## config.mk

```make
export PLATFORM = sky130hd
export DESIGN_NAME = jump_ctrl
export DESIGN_NICKNAME = d
export VERILOG_FILES = /design/src/rtl/jump_ctrl.sv
export SDC_FILE = /design/constraint.sdc
export NUM_CORES = 1
export LEC_CHECK = 0
export ABC_AREA = 1
export BUFFER_PORTS_ARGS = -buffer_cell sky130_fd_sc_hd__buf_2
export CAP_MARGIN = 0
export CORE_ASPECT_RATIO = 0.6
export CORE_MARGIN = 2
export CORE_UTILIZATION = 58
export CTS_BUF_LIST = sky130_fd_sc_hd__clkbuf_8
export DETAILED_ROUTE_END_ITERATION = 8
export MAX_ROUTING_LAYER = met4
export PLACE_DENSITY_LB_ADDON = 0.2
export SLEW_MARGIN = 15
export SYNTH_ARGS = -nofsm -noshare
export SYNTH_HDL_FRONTEND = slang
export SYNTH_SLANG_ARGS = --single-unit
```

## constraint.sdc

```tcl
create_clock -name clk -period 1.2 [get_ports clk]
set_input_delay 0.12 -clock clk [delete_from_list [all_inputs] [get_ports clk]]
set_output_delay 0.12 -clock clk [all_outputs]
set_load 0.05 [all_outputs]
```

## src/rtl/jump_ctrl.sv

```systemverilog
// jump_ctrl: redirect initiator for the PC of the 9-bit MIPS core; resolves relative, LUT, call and return redirects.
// Latency: a taken redirect seen in cycle T drives jump_en/flush/target in cycle T+1; the PC loads at the end of T+1.
// Backpressure: none; the PC must accept the redirect. br_valid seen during the JUMP cycle is ignored (squashed instruction).
//
// Optional feature: define JUMP_RAS_EN to build the return-address stack.
//   Without it, type 10 behaves as type 01, type 11 is never taken, and ras_ovf/ras_unf are tied 0.
//
// Ports:
//   clk, reset        clock (rising edge), asynchronous active-low reset
//   prog_ctr          address of the instruction being decoded
//   br_valid/br_type  decoded redirect and its kind (00 rel, 01 abs, 10 call, 11 return)
//   br_idx            LUT index (01/10) or signed offset (00)
//   cond_true         branch condition for type 00
//   lut_we/waddr/wdata  synchronous LUT write port
//   jump_en/target    redirect to the PC
//   flush             squash the instruction currently being fetched
//   ras_ovf/ras_unf   sticky stack overflow / underflow flags

module jump_ctrl #(
    parameter int D         = 10,
    parameter int LW        = 5,
    parameter int RAS_DEPTH = 4
) (
    input  logic          clk,
    input  logic          reset,
    input  logic [D-1:0]  prog_ctr,
    input  logic          br_valid,
    input  logic [1:0]    br_type,
    input  logic [LW-1:0] br_idx,
    input  logic          cond_true,
    input  logic          lut_we,
    input  logic [LW-1:0] lut_waddr,
    input  logic [D-1:0]  lut_wdata,
    output logic          jump_en,
    output logic [D-1:0]  target,
    output logic          flush,
    output logic          ras_ovf,
    output logic          ras_unf
);

    typedef enum logic {
        S_IDLE = 1'b0,
        S_JUMP = 1'b1
    } state_t;

    localparam logic [1:0] BR_REL  = 2'b00;
    localparam logic [1:0] BR_ABS  = 2'b01;
    localparam logic [1:0] BR_CALL = 2'b10;
    localparam logic [1:0] BR_RET  = 2'b11;

    state_t         r_state;
    logic           r_jump_en;
    logic           r_flush;
    logic [D-1:0]   r_target;

    logic [D-1:0]   r_lut [2**LW];

    logic           w_taken;
    logic [D-1:0]   w_tgt;
    logic [D-1:0]   w_rel_tgt;
    logic [D-1:0]   w_lut_rd;

    // Offset is sign-extended and added modulo 2**D, so it wraps in both directions.
    assign w_rel_tgt = prog_ctr + {{(D-LW){br_idx[LW-1]}}, br_idx};
    // Combinational read: a same-cycle write to this index is not visible until the next cycle.
    assign w_lut_rd  = r_lut[br_idx];

    // LUT contents are deliberately not reset.
    always_ff @(posedge clk) begin
        if (lut_we) begin
            r_lut[lut_waddr] <= lut_wdata;
        end
    end

`ifdef JUMP_RAS_EN
    localparam int RPW = (RAS_DEPTH > 1) ? $clog2(RAS_DEPTH) : 1;
    localparam int RCW = $clog2(RAS_DEPTH + 1);

    logic [D-1:0]   r_ras_mem [RAS_DEPTH];
    logic [RPW-1:0] r_ras_sp;       // next slot to write
    logic [RCW-1:0] r_ras_cnt;      // valid entries, saturates at RAS_DEPTH
    logic           r_ras_ovf;
    logic           r_ras_unf;

    logic           w_push;
    logic           w_pop;
    logic           w_unf;
    logic           w_ras_empty;
    logic           w_ras_full;
    logic [RPW-1:0] w_sp_next;
    logic [RPW-1:0] w_sp_prev;
    logic [D-1:0]   w_ras_top;

    assign w_ras_empty = (r_ras_cnt == '0);
    assign w_ras_full  = (r_ras_cnt == RCW'(RAS_DEPTH));
    assign w_sp_next   = (r_ras_sp == RPW'(RAS_DEPTH - 1)) ? '0 : r_ras_sp + 1'b1;
    assign w_sp_prev   = (r_ras_sp == '0) ? RPW'(RAS_DEPTH - 1) : r_ras_sp - 1'b1;
    assign w_ras_top   = r_ras_mem[w_sp_prev];
`endif

    always_comb begin
        w_taken = 1'b0;
        w_tgt   = w_rel_tgt;
`ifdef JUMP_RAS_EN
        w_push  = 1'b0;
        w_pop   = 1'b0;
        w_unf   = 1'b0;
`endif
        if (r_state == S_IDLE && br_valid) begin
            case (br_type)
                BR_REL: begin
                    w_taken = cond_true;
                    w_tgt   = w_rel_tgt;
                end
                BR_ABS: begin
                    w_taken = 1'b1;
                    w_tgt   = w_lut_rd;
                end
                BR_CALL: begin
                    w_taken = 1'b1;
                    w_tgt   = w_lut_rd;
`ifdef JUMP_RAS_EN
                    w_push  = 1'b1;
`endif
                end
                BR_RET: begin
`ifdef JUMP_RAS_EN
                    if (!w_ras_empty) begin
                        w_taken = 1'b1;
                        w_tgt   = w_ras_top;
                        w_pop   = 1'b1;
                    end else begin
                        w_unf   = 1'b1;
                    end
`endif
                end
                default: begin
                    w_taken = 1'b0;
                end
            endcase
        end
    end

    // Two-state redirect FSM with registered outputs; target holds its last value in IDLE.
    always_ff @(posedge clk or negedge reset) begin
        if (!reset) begin
            r_state   <= S_IDLE;
            r_jump_en <= 1'b0;
            r_flush   <= 1'b0;
            r_target  <= '0;
        end else begin
            case (r_state)
                S_IDLE: begin
                    if (w_taken) begin
                        r_state   <= S_JUMP;
                        r_jump_en <= 1'b1;
                        r_flush   <= 1'b1;
                        r_target  <= w_tgt;
                    end
                end
                S_JUMP: begin
                    r_state   <= S_IDLE;
                    r_jump_en <= 1'b0;
                    r_flush   <= 1'b0;
                end
                default: begin
                    r_state   <= S_IDLE;
                    r_jump_en <= 1'b0;
                    r_flush   <= 1'b0;
                end
            endcase
        end
    end

`ifdef JUMP_RAS_EN
    // Stack storage carries no reset; only pointer and count define validity.
    always_ff @(posedge clk) begin
        if (w_push) begin
            r_ras_mem[r_ras_sp] <= prog_ctr + D'(1);
        end
    end

    // Circular stack: a push onto a full stack overwrites the oldest entry.
    always_ff @(posedge clk or negedge reset) begin
        if (!reset) begin
            r_ras_sp  <= '0;
            r_ras_cnt <= '0;
            r_ras_ovf <= 1'b0;
            r_ras_unf <= 1'b0;
        end else begin
            if (w_push) begin
                r_ras_sp <= w_sp_next;
                if (w_ras_full) begin
                    r_ras_ovf <= 1'b1;
                end else begin
                    r_ras_cnt <= r_ras_cnt + 1'b1;
                end
            end else if (w_pop) begin
                r_ras_sp  <= w_sp_prev;
                r_ras_cnt <= r_ras_cnt - 1'b1;
            end
            if (w_unf) begin
                r_ras_unf <= 1'b1;
            end
        end
    end

    assign ras_ovf = r_ras_ovf;
    assign ras_unf = r_ras_unf;
`else
    assign ras_ovf = 1'b0;
    assign ras_unf = 1'b0;
`endif

    assign jump_en = r_jump_en;
    assign flush   = r_flush;
    assign target  = r_target;

endmodule

```

==> reports/qor.yml <==
sta:
  report.final.slew_viol_count: 0
  max_slew.worst_pin.slew_ns: 0.825
  hold_violations: 0
  rsz0062_at_grt: "true"
  finalClockSkew_ns: 0.0231
  fin_hold_ws_ns: 0.0395
  fin_ws_ns: -0.232
  setup_viol: 24
  fin_crit_sh: 1.19
  fmax_mhz: 698
  slew_headroom: 0.450
  period_needed_ns: 1.43
routing:
  first_iter_violations: 1454
  drc: 0
  drt-pass1-iter-count: 6
  wire_per_inst_um: 20.3
  drt.antenna.violating_nets: 0
  drt-total-wl_um: 38500
  dr_total_vias: 10747
  vias_per_cell: 5.68
final_layout:
  fin_area_mm2: 0.0173
  drive_above_1_share: 0.204
  multi_input_area_mm2: 0.00410
  regArea_mm2: 0.00991
  antenna_cells: 0
  fillerInstances: 1733
  layout.nets: 1589
  area_growth_pct: 20.0
global_routing:
  grt_pass1_wl_um: 58100
  grt_usage: 0.305
  grt_pass1_vias: 9950
  antenna_found_initial: 1
  grt_overflow: 0
  grt_max_degree: 45
clock_network:
  clk_latency_ns: 0.58
  cts_made_buffers: 47
  cts-root-buf: "clkbuf_8"
  tritoncts: "built"
  clock_path_buffers: 3
  clkTransAtPathRegs_ns: 0.07
  numClockSinks: 332
  htree_levels: 2
setup_path:
  rr_endpoint: "target[8]$_DFFE_PN0P_"
  path_class: "reg2reg"
  cp.arrival_ns: 1.90
  reg2reg_from: "r_state$_DFF_PN0_"
  cp.required_ns: 1.66
  r2r_slack_ns: -0.23
  reg2reg_depth: 7
  cp-start-kind: "flip-flop"
  end_kind: "flip-flop"
  path_max_fanout: 5
min_path:
  whs_endpoint: "target[0]$_DFFE_PN0P_"
  min_path_type: "in2reg"
  whs_path_depth: 5
  hp-start: "prog_ctr[0]"
logic_synthesis:
  synth-xor-area-share: 0.00242
  synth_area_mm2: 0.0145
  yosys-mux-area-fraction: 0
  ys_types: 25
  syn_avg_cell_area_um2: 10.5
  ys_warn_count: 0
  synth-simple-area-share: 0.228
  seq_area_frac_synth: 0.685
  synth_cells: 1371
  synth_compound_area_frac: 0.0213
  synth_fa_ha_area_frac: 0.0109
  ys_ff_latch: 332
  synth_top_family_by_area: "simple AND/OR/NAND/NOR gates"
floorplanning:
  die_h_um: 126
  core_mm2: 0.0243
  num_io_pins: 51
  die_area_mm2: 0.0262
  row_count: 44
  die_w_um: 208
  initial_utilization: 0.594
power_and_ir_drop:
  p_leak_uw: 0.00709
  ir_drop_uv: 1150
  power_density_mw_per_mm2: 1410
run:
  maxCapViolCount: 0
place:
  post_dp_cell_area_mm2: 0.0162
  place.gp.congestion: 0.934
  io_buffer_count: 48
  dp_hpwl_um: 24200
status:
  failed_checks: "setup timing"
  outcome: "complete, but fails checks"
-- worst max-delay path by stage --
stage                       endpoint  slack (ns)  cells after the start              start
6_report       target[8]$_DFFE_PN0P_       -0.23                      7  r_state$_DFF_PN0_
5_1_grt        target[8]$_DFFE_PN0P_       -0.32                      7  r_state$_DFF_PN0_
4_1_cts        target[7]$_DFFE_PN0P_       -0.16                      8  r_state$_DFF_PN0_
3_5_place_dp   target[8]$_DFFE_PN0P_       -0.51                     12          br_idx[0]
3_3_place_gp   target[8]$_DFFE_PN0P_       -0.47                     12          br_idx[0]
2_1_floorplan  target[6]$_DFFE_PN0P_       -0.15                     12        prog_ctr[0]
-- critical path: stages (launching register included) --
cell and delay [ns]:
dfrtp_1 0.40, nor2_2 0.10, inv_2 0.08, nor3_4 0.34, inv_2 0.12, buf_6 0.16
nand2_2 0.06, nand2_1 0.05
-- state kept, by name, summed over array words and instances (netlist names) --
register and count:
r_state 1, flush 1, r_lut 320, target 10
-- kinds of logic (layout without fill, tap and decap cells) --
logic type / Yosys count / count (layout)
AND/OR/NAND/NOR: 813 / 813
flip-flops: 332 / 332
buffers and inverters: 149 / 348
AO/OA/AOI/OAI: 60 / 60
adder cells (fa/ha/maj): 12 / 12
XOR/XNOR: 4 / 4
other: 1 / 2
-- cell type report --
class / instances / share of cell area
Sequential cell: 332 / 0.571
Multi-Input combinational cell: 891 / 0.236
Timing Repair Buffer: 190 / 0.106
Clock buffer: 49 / 0.0389
Tap cell: 322 / 0.0232
Inverter: 78 / 0.0172
Clock inverter: 31 / 0.00743
-- metrics by stage --
step                      worst slack (ns)  TNS [ns]   util  power, uW  instances
final                               -0.232     -3.03  0.713      24400       1893
after global routing                -0.317     -4.44  0.713      25300       1893
after CTS                           -0.158     -2.19  0.705      24200       1886
after detailed placement            -0.513    -16.31  0.665      16200       1800
after global placement              -0.468    -11.97  0.665      16200       1800
after floorplan                     -0.148    -13.80      -      15000       1372
-- cells in the mapped netlist --
| cell type | count | area share |
|---|---|---|
| clkbuf_1 | 17 | 0.0044 |
| ha_1 | 11 | 0.0095 |
| a21oi_1 | 12 | 0.0042 |
| inv_2 | 1 | 0.00026 |
| buf_4 | 14 | 0.0073 |
| buf_6 | 13 | 0.010 |
| o21ai_1 | 17 | 0.0059 |
| dfrtp_1 | 12 | 0.021 |
| clkinv_1 | 2 | 0.00052 |
| xor2_1 | 4 | 0.0024 |
| fa_1 | 1 | 0.0014 |
| nand4_1 | 1 | 0.00043 |
| conb_1 | 1 | 0.00026 |
| nor3_1 | 1 | 0.00035 |
| o21a_1 | 3 | 0.0016 |
| inv_1 | 74 | 0.019 |
| o21ai_0 | 28 | 0.0097 |
| nand2_1 | 494 | 0.13 |
| inv_6 | 1 | 0.00061 |
| nand3_1 | 191 | 0.066 |
| edfxtp_1 | 320 | 0.66 |
| nor2_1 | 125 | 0.032 |
| or2_2 | 1 | 0.00043 |
| buf_2 | 26 | 0.0090 |
| buf_1 | 1 | 0.00026 |
-- power by group --
part	internal, uW	switching [uW]	leakage (uW)
Clock	3760	4130	0.000472
Sequential	13000	146	0.00303
Combinational	1240	2170	0.00359
-- layout by cell type (no fill, tap or decap), types with 19 or more instances in the layout --
cell and count:
buf_12 34, buf_2 35, buf_4 101, clkbuf_8 49, edfxtp_1 320, inv_1 86, nand2_1 476, nand3_1 172
nand3_2 19, nor2_1 108, o21ai_1 22
-- per-layer routing --
layer / global-route usage / part of all wire / vias up
met2: 0.410 / 0.42 / 587
met1: 0.470 / 0.45 / 5158
met4: 0.0797 / 0.017 / 0
met5: - / 0 / -
met3: 0.0671 / 0.12 / 58
li1: - / - / 4944
-- what timing repair did --
action	in CTS	in global routing
endpoints found under the setup margin	23	23
gates resized for setup	39	46
gates cloned	0	1
endpoints found under the hold margin	12	0
hold buffers	2	0
buffers inserted	4	6
pin swaps	4	25
Note: power is estimated with default switching activity, not from simulation.
